--- src/rtl/mvu_job_sched.sv ---
// mvu_job_sched: round-robin job scheduler dispatching queued descriptors to idle MVUs
// Ports:
//   clk, rst                      clock, synchronous active-high reset
//   enq_valid/enq_ready           descriptor enqueue handshake (ready = !full, low in reset)
//   enq_desc, enq_mask            descriptor and MVUs eligible to run it
//   cfg_desc, cfg_we              per-MVU latched descriptor slices and write pulses
//   start, done, busy, cmpl       per-MVU start pulse, completion input, busy state, completion notify
//   jobs_done, idle               completed-job counter (wraps), global idle
//   err_clr, err_badmask,
//   err_spurious                  sticky error flags and their clear
// Optional MVU_SCHED_WDOG_EN adds WDOG_W, wdog_limit and per-MVU sticky wdog_to.
module mvu_job_sched #(
    parameter int NMVU   = 8,
    parameter int DESC_W = 64,
    parameter int QDEPTH = 4
`ifdef MVU_SCHED_WDOG_EN
    ,
    parameter int WDOG_W = 24
`endif
) (
    input  logic                   clk,
    input  logic                   rst,
    input  logic                   enq_valid,
    output logic                   enq_ready,
    input  logic [DESC_W-1:0]      enq_desc,
    input  logic [NMVU-1:0]        enq_mask,
    output logic [NMVU*DESC_W-1:0] cfg_desc,
    output logic [NMVU-1:0]        cfg_we,
    output logic [NMVU-1:0]        start,
    input  logic [NMVU-1:0]        done,
    output logic [NMVU-1:0]        busy,
    output logic [NMVU-1:0]        cmpl,
    output logic [15:0]            jobs_done,
    output logic                   idle,
    input  logic                   err_clr,
    output logic                   err_badmask,
    output logic                   err_spurious
`ifdef MVU_SCHED_WDOG_EN
    ,
    input  logic [WDOG_W-1:0]      wdog_limit,
    output logic [NMVU-1:0]        wdog_to
`endif
);
    localparam int AW = $clog2(QDEPTH);
    localparam int PW = (NMVU > 1) ? $clog2(NMVU) : 1;
    localparam logic [AW:0] QFULL = (AW+1)'(QDEPTH);
    typedef enum logic [1:0] {S_IDLE, S_CFG, S_START} state_t;
    state_t state, state_nxt;
    logic [DESC_W-1:0] q_desc [QDEPTH];
    logic [NMVU-1:0]   q_mask [QDEPTH];
    logic [AW-1:0]     wr_ptr, rd_ptr;
    logic [AW:0]       count;
    logic [PW-1:0]     rr_ptr, sel, pick;
    logic [NMVU-1:0]   elig, sel_oh, fin, tmo;
    logic              push, bad, pop;

    assign enq_ready = !rst && count != QFULL;
    assign push      = enq_valid && enq_ready && |enq_mask;
    assign bad       = enq_valid && enq_ready && !(|enq_mask);
    assign elig      = (count != '0) ? q_mask[rd_ptr] & ~busy : '0;
    assign sel_oh    = NMVU'(1) << sel;
    assign fin       = done & busy;
    assign idle      = state == S_IDLE && count == '0 && busy == '0;

    // Descending scan so the lowest circular offset from rr_ptr wins.
    always_comb begin
        pick = '0;
        for (int k = NMVU - 1; k >= 0; k--)
            if (elig[(int'(rr_ptr) + k) % NMVU]) pick = PW'((int'(rr_ptr) + k) % NMVU);
    end

    always_ff @(posedge clk)
        if (rst) state <= S_IDLE;
        else     state <= state_nxt;

    always_comb begin
        state_nxt = (state == S_IDLE) ? (|elig ? S_CFG : S_IDLE) :
                    (state == S_CFG)  ? S_START : S_IDLE;
    end

    always_comb begin
        cfg_we = (state == S_CFG)   ? sel_oh : '0;
        start  = (state == S_START) ? sel_oh : '0;
        pop    = state == S_START;
    end

    always_ff @(posedge clk) begin
        if (rst) begin
            wr_ptr       <= '0;
            rd_ptr       <= '0;
            count        <= '0;
            rr_ptr       <= '0;
            sel          <= '0;
            cfg_desc     <= '0;
            busy         <= '0;
            cmpl         <= '0;
            jobs_done    <= '0;
            err_badmask  <= 1'b0;
            err_spurious <= 1'b0;
        end else begin
            if (push) begin
                q_desc[wr_ptr] <= enq_desc;
                q_mask[wr_ptr] <= enq_mask;
                wr_ptr         <= wr_ptr + 1'b1;
            end
            if (pop) rd_ptr <= rd_ptr + 1'b1;
            count <= count + (AW+1)'(push) - (AW+1)'(pop);
            if (state == S_IDLE && |elig) sel <= pick;
            if (state == S_CFG) cfg_desc[sel*DESC_W +: DESC_W] <= q_desc[rd_ptr];
            if (pop) rr_ptr <= (sel == PW'(NMVU - 1)) ? '0 : sel + 1'b1;
            // Start on a cycle with a done for the same MVU still sets busy; that done is spurious.
            busy         <= (busy & ~done & ~tmo) | start;
            cmpl         <= fin;
            jobs_done    <= jobs_done + 16'($countones(fin));
            err_badmask  <= bad | (err_badmask & !err_clr);
            err_spurious <= |(done & ~busy) | (err_spurious & !err_clr);
        end
    end

`ifdef MVU_SCHED_WDOG_EN
    logic [WDOG_W-1:0] wcnt [NMVU];

    // Timeout fires on the edge where the count would reach the limit, so busy lasts wdog_limit cycles.
    always_comb begin
        tmo = '0;
        for (int i = 0; i < NMVU; i++)
            tmo[i] = busy[i] && !done[i] && wdog_limit != '0 && wcnt[i] + 1'b1 == wdog_limit;
    end

    always_ff @(posedge clk) begin
        if (rst) begin
            wdog_to <= '0;
            for (int i = 0; i < NMVU; i++) wcnt[i] <= '0;
        end else begin
            for (int i = 0; i < NMVU; i++)
                wcnt[i] <= start[i] ? '0 : busy[i] ? wcnt[i] + 1'b1 : wcnt[i];
            wdog_to <= tmo | (wdog_to & ~{NMVU{err_clr}});
        end
    end
`else
    assign tmo = '0;
`endif
endmodule
--- config.mk ---
export PLATFORM = sky130hd
export DESIGN_NAME = mvu_job_sched
export DESIGN_NICKNAME = d
export VERILOG_FILES = /design/src/rtl/mvu_job_sched.sv
export SDC_FILE = /design/constraint.sdc
export NUM_CORES = 1
export LEC_CHECK = 0
export CAP_MARGIN = 20
export CORE_MARGIN = 2
export CORE_UTILIZATION = 45
export DETAILED_ROUTE_END_ITERATION = 8
export GPL_ROUTABILITY_DRIVEN = 1
export GPL_TIMING_DRIVEN = 0
export PLACE_DENSITY = 0.71
export SYNTH_ARGS = -nofsm -noshare
export SYNTH_HDL_FRONTEND = slang
export SYNTH_SLANG_ARGS = --single-unit
--- constraint.sdc ---
create_clock -name clk -period 7.7 [get_ports clk]
set_input_delay 1.54 -clock clk [delete_from_list [all_inputs] [get_ports clk]]
set_output_delay 1.54 -clock clk [all_outputs]
set_load 0.01 [all_outputs]
-- Yosys cells after proc, flatten, opt, wreduce, memory -nomap -nowiden
Memories as Yosys holds them, arrays and structs flattened. A register that Yosys moved wholly into a read port is not among the register bits.
Cells that the tools add are included.
W data, S select, Z words.
- output and inout bits: 564
- bits in writable memories: 288
- bits of input ports: 84
- logic and storage cells: 138
- memories: 2
- bits in registers: 561
- memories (name ; depth ; width ; rd ports ; clocked after Yosys merged registers in ; write ports ; line ; source):
    q_desc ; 4 ; 64 ; 1 ; 1 ; 1 ; 49 ; logic [DESC_W-1:0] q_desc [QDEPTH];
    q_mask ; 4 ; 8 ; 1 ; 1 ; 1 ; 50 ; logic [NMVU-1:0] q_mask [QDEPTH];
- shift-type cells: 3
- reductions and logical operators: 24
- bitwise logic cells: 18
- $lt $le $gt $ge: 8
- equal/unequal tests: 4
- multiplexer cells: 46
- add/subtract/negate cells: 21
- operator list (cell ; number):
    $bwmux W512 ; 1
    $shift A64 B34 Y512 const A ; 1
    $shiftx A64 B34 Y512 ; 1
    $lt A4 B5 Y1 const B ; 7
    $neg A9 Y34 ; 1
    $and A8 B8 Y8 ; 4
    $mux W3 ; 9
    $bmux W1 S3 ; 8
    $mux W8 ; 3
    $reduce_or A8 Y1 ; 3
    $reduce_or A3 Y1 ; 7
    $mux W1 ; 19
    $add A16 B4 Y16 ; 1
    $not A8 Y8 ; 2
    $add A3 B3 Y3 const B ; 4
    $mux W2 ; 6
    $add A1 B1 Y2 ; 4
    $logic_not A8 Y1 ; 1
    $or A8 B8 Y8 ; 1
    $shl A1 B3 Y8 const A ; 1
    $and A1 B1 Y1 const A ; 7
    $logic_and A1 B1 Y1 ; 7
    $add A2 B2 Y3 ; 2
    $add A3 B1 Y3 const B ; 2
    16 further kinds ; 22

-- Longest topological paths before layout
Gate-level depths: netlist of run 1.
- depth in word-level cells: 14
- mapped depth: 17
- depth with buffers taken out: 16

-- Least setup slack after synthesis of run 1
No wires, ideal clock.
- path kind: input -> register
- start: in done[2]
- end: reg jobs_done[14]
- path slack: 2919 ps
- cell stages on the path: 14
- data required time: 7572 ps
- library setup time: 128 ps
- path buffers: 0
- arrival: 4654 ps
- path through: and2_1 > fa_1 > inv_1 > fa_1 > inv_1 > fa_1 > fa_1 > fa_1 > a21o_1 > a21oi_1 > nor2b_1 > nand3_1 > xor2_1 > nor2_1
- word-level cells in the longest chain between the ends: 5
- RTL lines (what ; line ; source):
    start, declared ; 30 ; input logic [NMVU-1:0] done,
    $and A8 B8 Y8 ; 62 ; assign fin = done & busy;
    $add A1 B1 Y2 (not written as such) ; 114 ; jobs_done <= jobs_done + 16'($countones(fin));
    $add A2 B2 Y3 (not written as such) ; 114 ;
    $add A3 B3 Y4 (not written as such) ; 114 ;
    $add A16 B4 Y16 ; 114 ;
    end signal, assigned ; 114 ;
    end, declared ; 33 ; output logic [15:0] jobs_done,
No other way between the ends.
A chain may end at the register's enable or synchronous reset.

-- Worst setup path in the final report of run 1
- start: reg sel[0]
- end: out start[0]
- word-level cells in the longest chain between the ends: 2
- RTL lines (what ; line ; source):
    start, declared ; 53 ; logic [PW-1:0] rr_ptr, sel, pick;
    start signal, assigned ; 108 ; if (state == S_IDLE && |elig) sel <= pick;
    $shl A1 B3 Y8 ; 61 ; assign sel_oh = NMVU'(1) << sel;
    $mux W8 ; 83 ; start = (state == S_START) ? sel_oh : '0;
    end, declared ; 29 ; output logic [NMVU-1:0] start,
No other way between the ends.

==> flow_metrics.tcl, run 1 <==
set metrics [dict create \
    insertion_delay_ps 680 \
    slowest_stage "clkbuf_1" \
    final_util 0.607 \
    rows 98 \
    p_switching_uw 3660 \
    total_power_uw 11700 \
    total_leakage_power_uw 0.0146 \
    fin_skew_ps 57.9 \
    criticalPathCategory "flip-flop to output port" \
    worstSetupEndpointType "output port" \
    clockBufferDepth 3 \
    drt-total-wl_um 130000 \
    required_ps 6160 \
    hold_buffers 0 \
    io_buffer_count 647 \
    synth_fp_nets 3322 \
    power_frac_seq 0.421 \
    p_comb_frac 0.207 \
    grt_pass1_vias 26210 \
    r2r_cells 17 \
    place.detailed.hpwl_um 97500 \
    synthCells 3209 \
    grt_max_degree 48 \
    clkSlewWorstSetupHoldPaths_ps 60 \
    area_delta_synth_final_pct 33.3 \
    drive_gt1_frac 0.0633 \
    drt_iter0_drc 3345 \
    fin_tns_setup_ps 0 \
    intPower_uw 8010 \
    final.period_utilization 0.724 \
    grt_usage 0.336 \
    crit_path_max_incr_delay_ps 830 \
    die_width_um 273 \
    wl_per_cell_um 26.1 \
    rsz0062_at_grt "false" \
    cts-root-buf "clkbuf_16" \
    core-area_um2 71700 \
    postCtsSetupRepairBufs 0 \
    hp-class "flip-flop to flip-flop" \
    io_pins 648 \
    synth.area.top_cells "dfxtp_1 (34%), edfxtp_1 (26%), a21oi_1 (8.1%), nor2_1 (6.6%), nor3_1 (6.1%)" \
    crit_end "start[0]" \
    relSlewSlack 0.294 \
    syn_area_per_cell_um2 10.2 \
    h-tree-depth 3 \
    final_nets 4071 \
    synth.distinct_cells 69 \
    critPathArrivalTime_ps 4040 \
    cts_resized 0 \
    r2r_setup_slack_ps 3160 \
    grt_pass1_wl_um 182000 \
    grt-ovfl-total 0 \
    max_cap_viol_count 0 \
    start_util 0.455 \
    power_density_nw_per_um2 268 \
    timing.fmax_ghz 0.179 \
    ys.flop_type "dfxtp_1" \
    worstMarginPinSlew_ps 1060 \
    layout_common_cells "clkdlybuf4s50_1 (647), nor2_1 (576), dfxtp_1 (563)" \
    power.share.clock 0.372 \
    path_cells "inv_1 > ha_1 > ha_1 > clkbuf_1 > clkbuf_1 > and2_1 > clkdlybuf4s50_1" \
    outcome "complete, no violations" \
    finalHoldViolations 0 \
    cts_tree "done" \
    period_minus_slack_ps 5580 \
    dr_total_vias 28853 \
    path_max_fanout 10 \
    ys_async_sr_fraction 0 \
    antenna_found_initial 12 \
    clkSinkCount 851 \
    reg2reg_to "jobs_done[7]" \
    place_congestion 0.974 \
    peakVddDrop_mv 0.259 \
    netlist_area_um2 32700 \
    ys_ff_latch 851 \
    vias_per_cell 5.79 \
    fp.dieArea_um2 74800 \
    drc 0 \
    p_sw_frac 0.314 \
    yosysTopAreaCell "dfxtp_1" \
    critPathLaunch "sel[0]" \
    drv_slew 0 \
    setup_viol 0 \
    dr.pass1.iters 6 \
    synth-seq-area-share 0.610 \
    layout_commonest_cell "clkdlybuf4s50_1" \
    cts_made_buffers 88 \
    critPathLaunchType "flip-flop" \
    synth-edff-count 288 \
    synth_top_area_share 0.345 \
    die_h_um 273 \
    fillers 6033 \
    ant_nets 0 \
    yosysWarnings 0 \
    r2r_start "busy[0]" \
]
[metal layers]
layer  vias up  wire length, um  part of all wire  GRT usage
met1     14033            51200              0.39      0.445
met5         -              115           0.00088          0
met3       335            13600              0.10     0.0816
met4        16             6560             0.050      0.141
li1      12755                -                 -          -
met2      1714            58500              0.45      0.527
[cells by family (layout without fill, tap and decap cells)]
kind of cell    count (synthesis)  after routing  share of synthesized area
compound gates                615            615                      0.102
other cells                     0              5                          0
fa+ha+maj                      29             29                     0.0125
buf+inv                       291           1110                     0.0346
simple gates                 1301           1301                      0.179
mux                            99             99                     0.0568
flops                         851            851                      0.610
xor+xnor                       23             23                    0.00617
[power groups by stage]
stage / registers [uW] / logic (uW) / clock network, uW
detailed placement: 5000 / 2340 / 0
global route: 4910 / 2520 / 4540
floorplan: 5010 / 1230 / 0
CTS: 4910 / 2360 / 4360
global placement: 5000 / 2330 / 0
finish: 4910 / 2420 / 4340
[area by class of cell]
| type | instances | area [um^2] | share of cell area |
|---|---|---|---|
| clock buffer | 122 | 2500 | 0.0574 |
| clock inverter | 38 | 483 | 0.0111 |
| inverter | 32 | 120 | 0.00276 |
| timing repair buffer | 659 | 6700 | 0.154 |
| multi-input combinational | 2067 | 11600 | 0.267 |
| sequential | 851 | 19900 | 0.457 |
| antenna | 5 | 12.5 | 0.000287 |
| buffer | 259 | 1010 | 0.0232 |
| tap | 950 | 1190 | 0.0273 |
[metrics by stage]
stage | worst slack (ps) | instance area, um^2 | hold slack, ps | instances
2_1_floorplan | 2920 | 32700 | 476 | 3209
3_3_place_gp | 661 | 40300 | 438 | 4806
3_5_place_dp | 2040 | 40500 | 443 | 4816
4_1_cts | 2050 | 43500 | 451 | 4976
5_1_grt | 1920 | 43600 | 466 | 4979
6_report | 2120 | 43600 | 453 | 4983
[synth_stat cells, types with 14 or more instances]
master / instances
mux4_2: 68
mux2i_1: 27
buf_1: 33
nand2b_1: 84
clkbuf_1: 213
o22ai_1: 14
and2_1: 15
nand2_1: 153
nor2_1: 576
edfxtp_1: 288
ha_1: 23
nand3_1: 14
nor3_1: 396
inv_1: 29
dfxtp_1: 563
a21oi_1: 530
nor2b_1: 16
and3_1: 15
[worst min-delay path by stage]
stage	start	to	cells past startpoint
after floorplan	cfg_desc[10]	cfg_desc[10]	2
after global placement	cfg_desc[20]	cfg_desc[20]	2
after detailed placement	cfg_desc[27]	cfg_desc[27]	2
after CTS	cfg_desc[15]	cfg_desc[15]	2
after global routing	cfg_desc[27]	cfg_desc[27]	2
final	cfg_desc[63]	cfg_desc[63]	2
[state kept, by name, summed over array words and instances, names as in the netlist, 3 cells and up, named ones only]
signal     count
busy           8
cfg_desc     512
cmpl           8
count          3
jobs_done     16
q_desc       256
q_mask        32
rr_ptr         3
sel            3
[worst max-delay path, delay by kind of cell (launching register included)]
family | cells | cell delay [ps]
flip-flops | 1 | 430
adder cells (fa/ha/maj) | 2 | 510
AND/OR/NAND/NOR | 1 | 250
buffers and inverters | 4 | 2220
Power figures use the tool's default switching activity.
==> inputs of run 2 (changes only) <==
--- a/config.mk
+++ b/config.mk
@@ -11,7 +11,7 @@
 export DETAILED_ROUTE_END_ITERATION = 8
 export GPL_ROUTABILITY_DRIVEN = 1
 export GPL_TIMING_DRIVEN = 0
-export PLACE_DENSITY = 0.71
+export PLACE_DENSITY = 0.74
 export SYNTH_ARGS = -nofsm -noshare
 export SYNTH_HDL_FRONTEND = slang
 export SYNTH_SLANG_ARGS = --single-unit
==> constraint.sdc (replaced) <==
create_clock -name clk -period 4.7 [get_ports clk]
set_input_delay 0.94 -clock clk [delete_from_list [all_inputs] [get_ports clk]]
set_output_delay 0.94 -clock clk [all_outputs]
set_load 0.01 [all_outputs]
==> flow_metrics.tcl, run 2 (synthesis results as in run 1) <==
set metrics [dict create \
    peakVddDrop_mv 0.348 \
    required_ps 5190 \
    place_congestion 0.973 \
    reg2reg_to "jobs_done[7]" \
    critPathLaunchType "primary input" \
    final_area_um2 43600 \
    total_leakage_power_uw 0.0146 \
    cts_tree "done" \
    outcome "complete, no violations" \
    die_width_um 273 \
    critPathArrivalTime_ps 4950 \
    drt_iter0_drc 3619 \
    regMostFlops "cfg_desc" \
    place.detailed.hpwl_um 97000 \
    total_power_uw 19300 \
    cts_made_buffers 90 \
    r2r_start "busy[0]" \
    whs_ps 450 \
    insertion_delay_ps 650 \
    path_max_fanout 5 \
    largest_register_ffs 512 \
    drt-total-wl_um 130000 \
    area_delta_synth_final_pct 33.6 \
    path_cells "clkdlybuf4s50_1 > inv_1 > nor2_1 > fa_1 > inv_1 > fa_1 > inv_1 > fa_1 > fa_1 > a21o_1 > a21oi_1 > nor2b_1 > o21ai_0 > inv_1 > and3_1 > xnor2_1 > nor2_1" \
    vias_per_cell 5.78 \
    start_util 0.455 \
    reg_top3 "cfg_desc: 512 flops, q_desc: 256 flops, q_mask: 32 flops" \
    die_h_um 273 \
    h-tree-depth 3 \
    grt-ovfl-total 0 \
    grt_max_degree 49 \
    rsz0062_at_grt "false" \
    max_cap_viol_count 0 \
    layout_common_cells "clkdlybuf4s50_1 (647), nor2_1 (576), dfxtp_1 (563)" \
    clkSlewWorstSetupHoldPaths_ps 60 \
    ant_nets 0 \
    relSlewSlack 0.196 \
    worstSetupEndpointType "flip-flop" \
    final.period_utilization 0.950 \
    fp.dieArea_um2 74800 \
    hp-class "flip-flop to flip-flop" \
    grt_pass1_vias 26970 \
    rows 98 \
    dr_total_vias 28885 \
    r2r_setup_slack_ps 450 \
    drive_gt1_frac 0.0667 \
    fillers 5956 \
    cts-root-buf "clkbuf_16" \
    io_buffer_count 647 \
    period_minus_slack_ps 4460 \
    power_density_nw_per_um2 442 \
    crit_path_max_incr_delay_ps 570 \
    dr.pass1.iters 5 \
    core-area_um2 71700 \
    place_area_um2 40500 \
    wl_per_cell_um 26.1 \
    grt_pass1_wl_um 184000 \
    layout_commonest_cell "clkdlybuf4s50_1" \
    setup_viol 0 \
    clkSinkCount 851 \
    io_pins 648 \
    criticalPathCategory "primary input to flip-flop" \
    antenna_found_initial 13 \
    critPathLaunch "done[0]" \
    worstMarginPinSlew_ps 1210 \
    timing.fmax_ghz 0.224 \
    fin_tns_setup_ps 0 \
    clockBufferDepth 3 \
    slowest_stage "clkdlybuf4s50_1" \
    drc 0 \
    finalHoldViolations 0 \
    final_nets 4071 \
    crit_end "jobs_done[7]" \
    drv_slew 0 \
    r2r_cells 17 \
    postCtsSetupRepairBufs 0 \
    fin_skew_ps 30.3 \
    grt_usage 0.338 \
]
[run 2: cell types whose count changed in the layout (fill, tap and decap cells not counted), moves of 2 or more]
cell	previous run	this run
clkinv_4	0	2
clkinv_16	6	4
clkbuf_8	15	19
clkinv_1	8	4
clkbuf_1	230	228
clkbuf_16	89	91
clkbuf_2	1	3
clkinv_2	15	21
diode_2	5	12
[run 2: layout make-up]
| type | instances | area, um^2 | share of cell area |
|---|---|---|---|
| Sequential cell | 851 | 19900 | 0.456 |
| Multi-Input combinational cell | 2067 | 11600 | 0.267 |
| Timing Repair Buffer | 658 | 6680 | 0.153 |
| Clock buffer | 130 | 2620 | 0.0600 |
| Tap cell | 950 | 1190 | 0.0272 |
| Buffer | 258 | 1010 | 0.0231 |
| Clock inverter | 40 | 445 | 0.0102 |
| Inverter | 32 | 120 | 0.00275 |
| Antenna cell | 12 | 30.0 | 0.000688 |
[run 2: layer usage]
metal / share of wire / up-vias / track usage
li1: - / 12810 / -
met1: 0.40 / 14028 / 0.445
met2: 0.45 / 1712 / 0.523
met3: 0.098 / 331 / 0.0739
met4: 0.057 / 4 / 0.180
met5: 0.00021 / - / 0
[run 2: timing repair]
item	in CTS	in global routing
hold buffers	0	0
resized for setup	1	2
hold endpoints to repair	0	0
endpoints found under the setup margin	2	2
[run 2: how the worst min path moves through the flow]
stage | cells after the start | startpoint | slack [ps] | to
final | 2 | cfg_desc[24] | 450 | cfg_desc[24]
after global routing | 2 | cfg_desc[41] | 470 | cfg_desc[41]
after CTS | 2 | cfg_desc[41] | 450 | cfg_desc[41]
after detailed placement | 2 | cfg_desc[41] | 440 | cfg_desc[41]
after global placement | 2 | cfg_desc[16] | 440 | cfg_desc[16]
after floorplan | 2 | cfg_desc[10] | 480 | cfg_desc[10]
[run 2: critical path: cells and delay by family]
| kind | cells | cell delay, ps |
|---|---|---|
| XOR/XNOR | 1 | 140 |
| adder cells (fa/ha/maj) | 4 | 1700 |
| AND/OR/NAND/NOR | 4 | 520 |
| AO/OA/AOI/OAI | 3 | 650 |
| buffers and inverters | 5 | 1000 |
[run 2: per-stage QoR]
stage,instances,utilization,worst slack (ps)
6_report,4998,0.608,236
5_1_grt,4995,0.608,8.70
4_1_cts,4985,0.608,265
3_5_place_dp,4816,0.565,-404
3_3_place_gp,4806,0.562,-1660
2_1_floorplan,3209,-,519
[run 2: report_power, final]
group	total [uW]	leakage [uW]	switching [uW]	internal, uW
Clock	7270	0.00151	3120	4150
Combinational	3960	0.00596	2760	1200
Sequential	8040	0.00715	176	7870
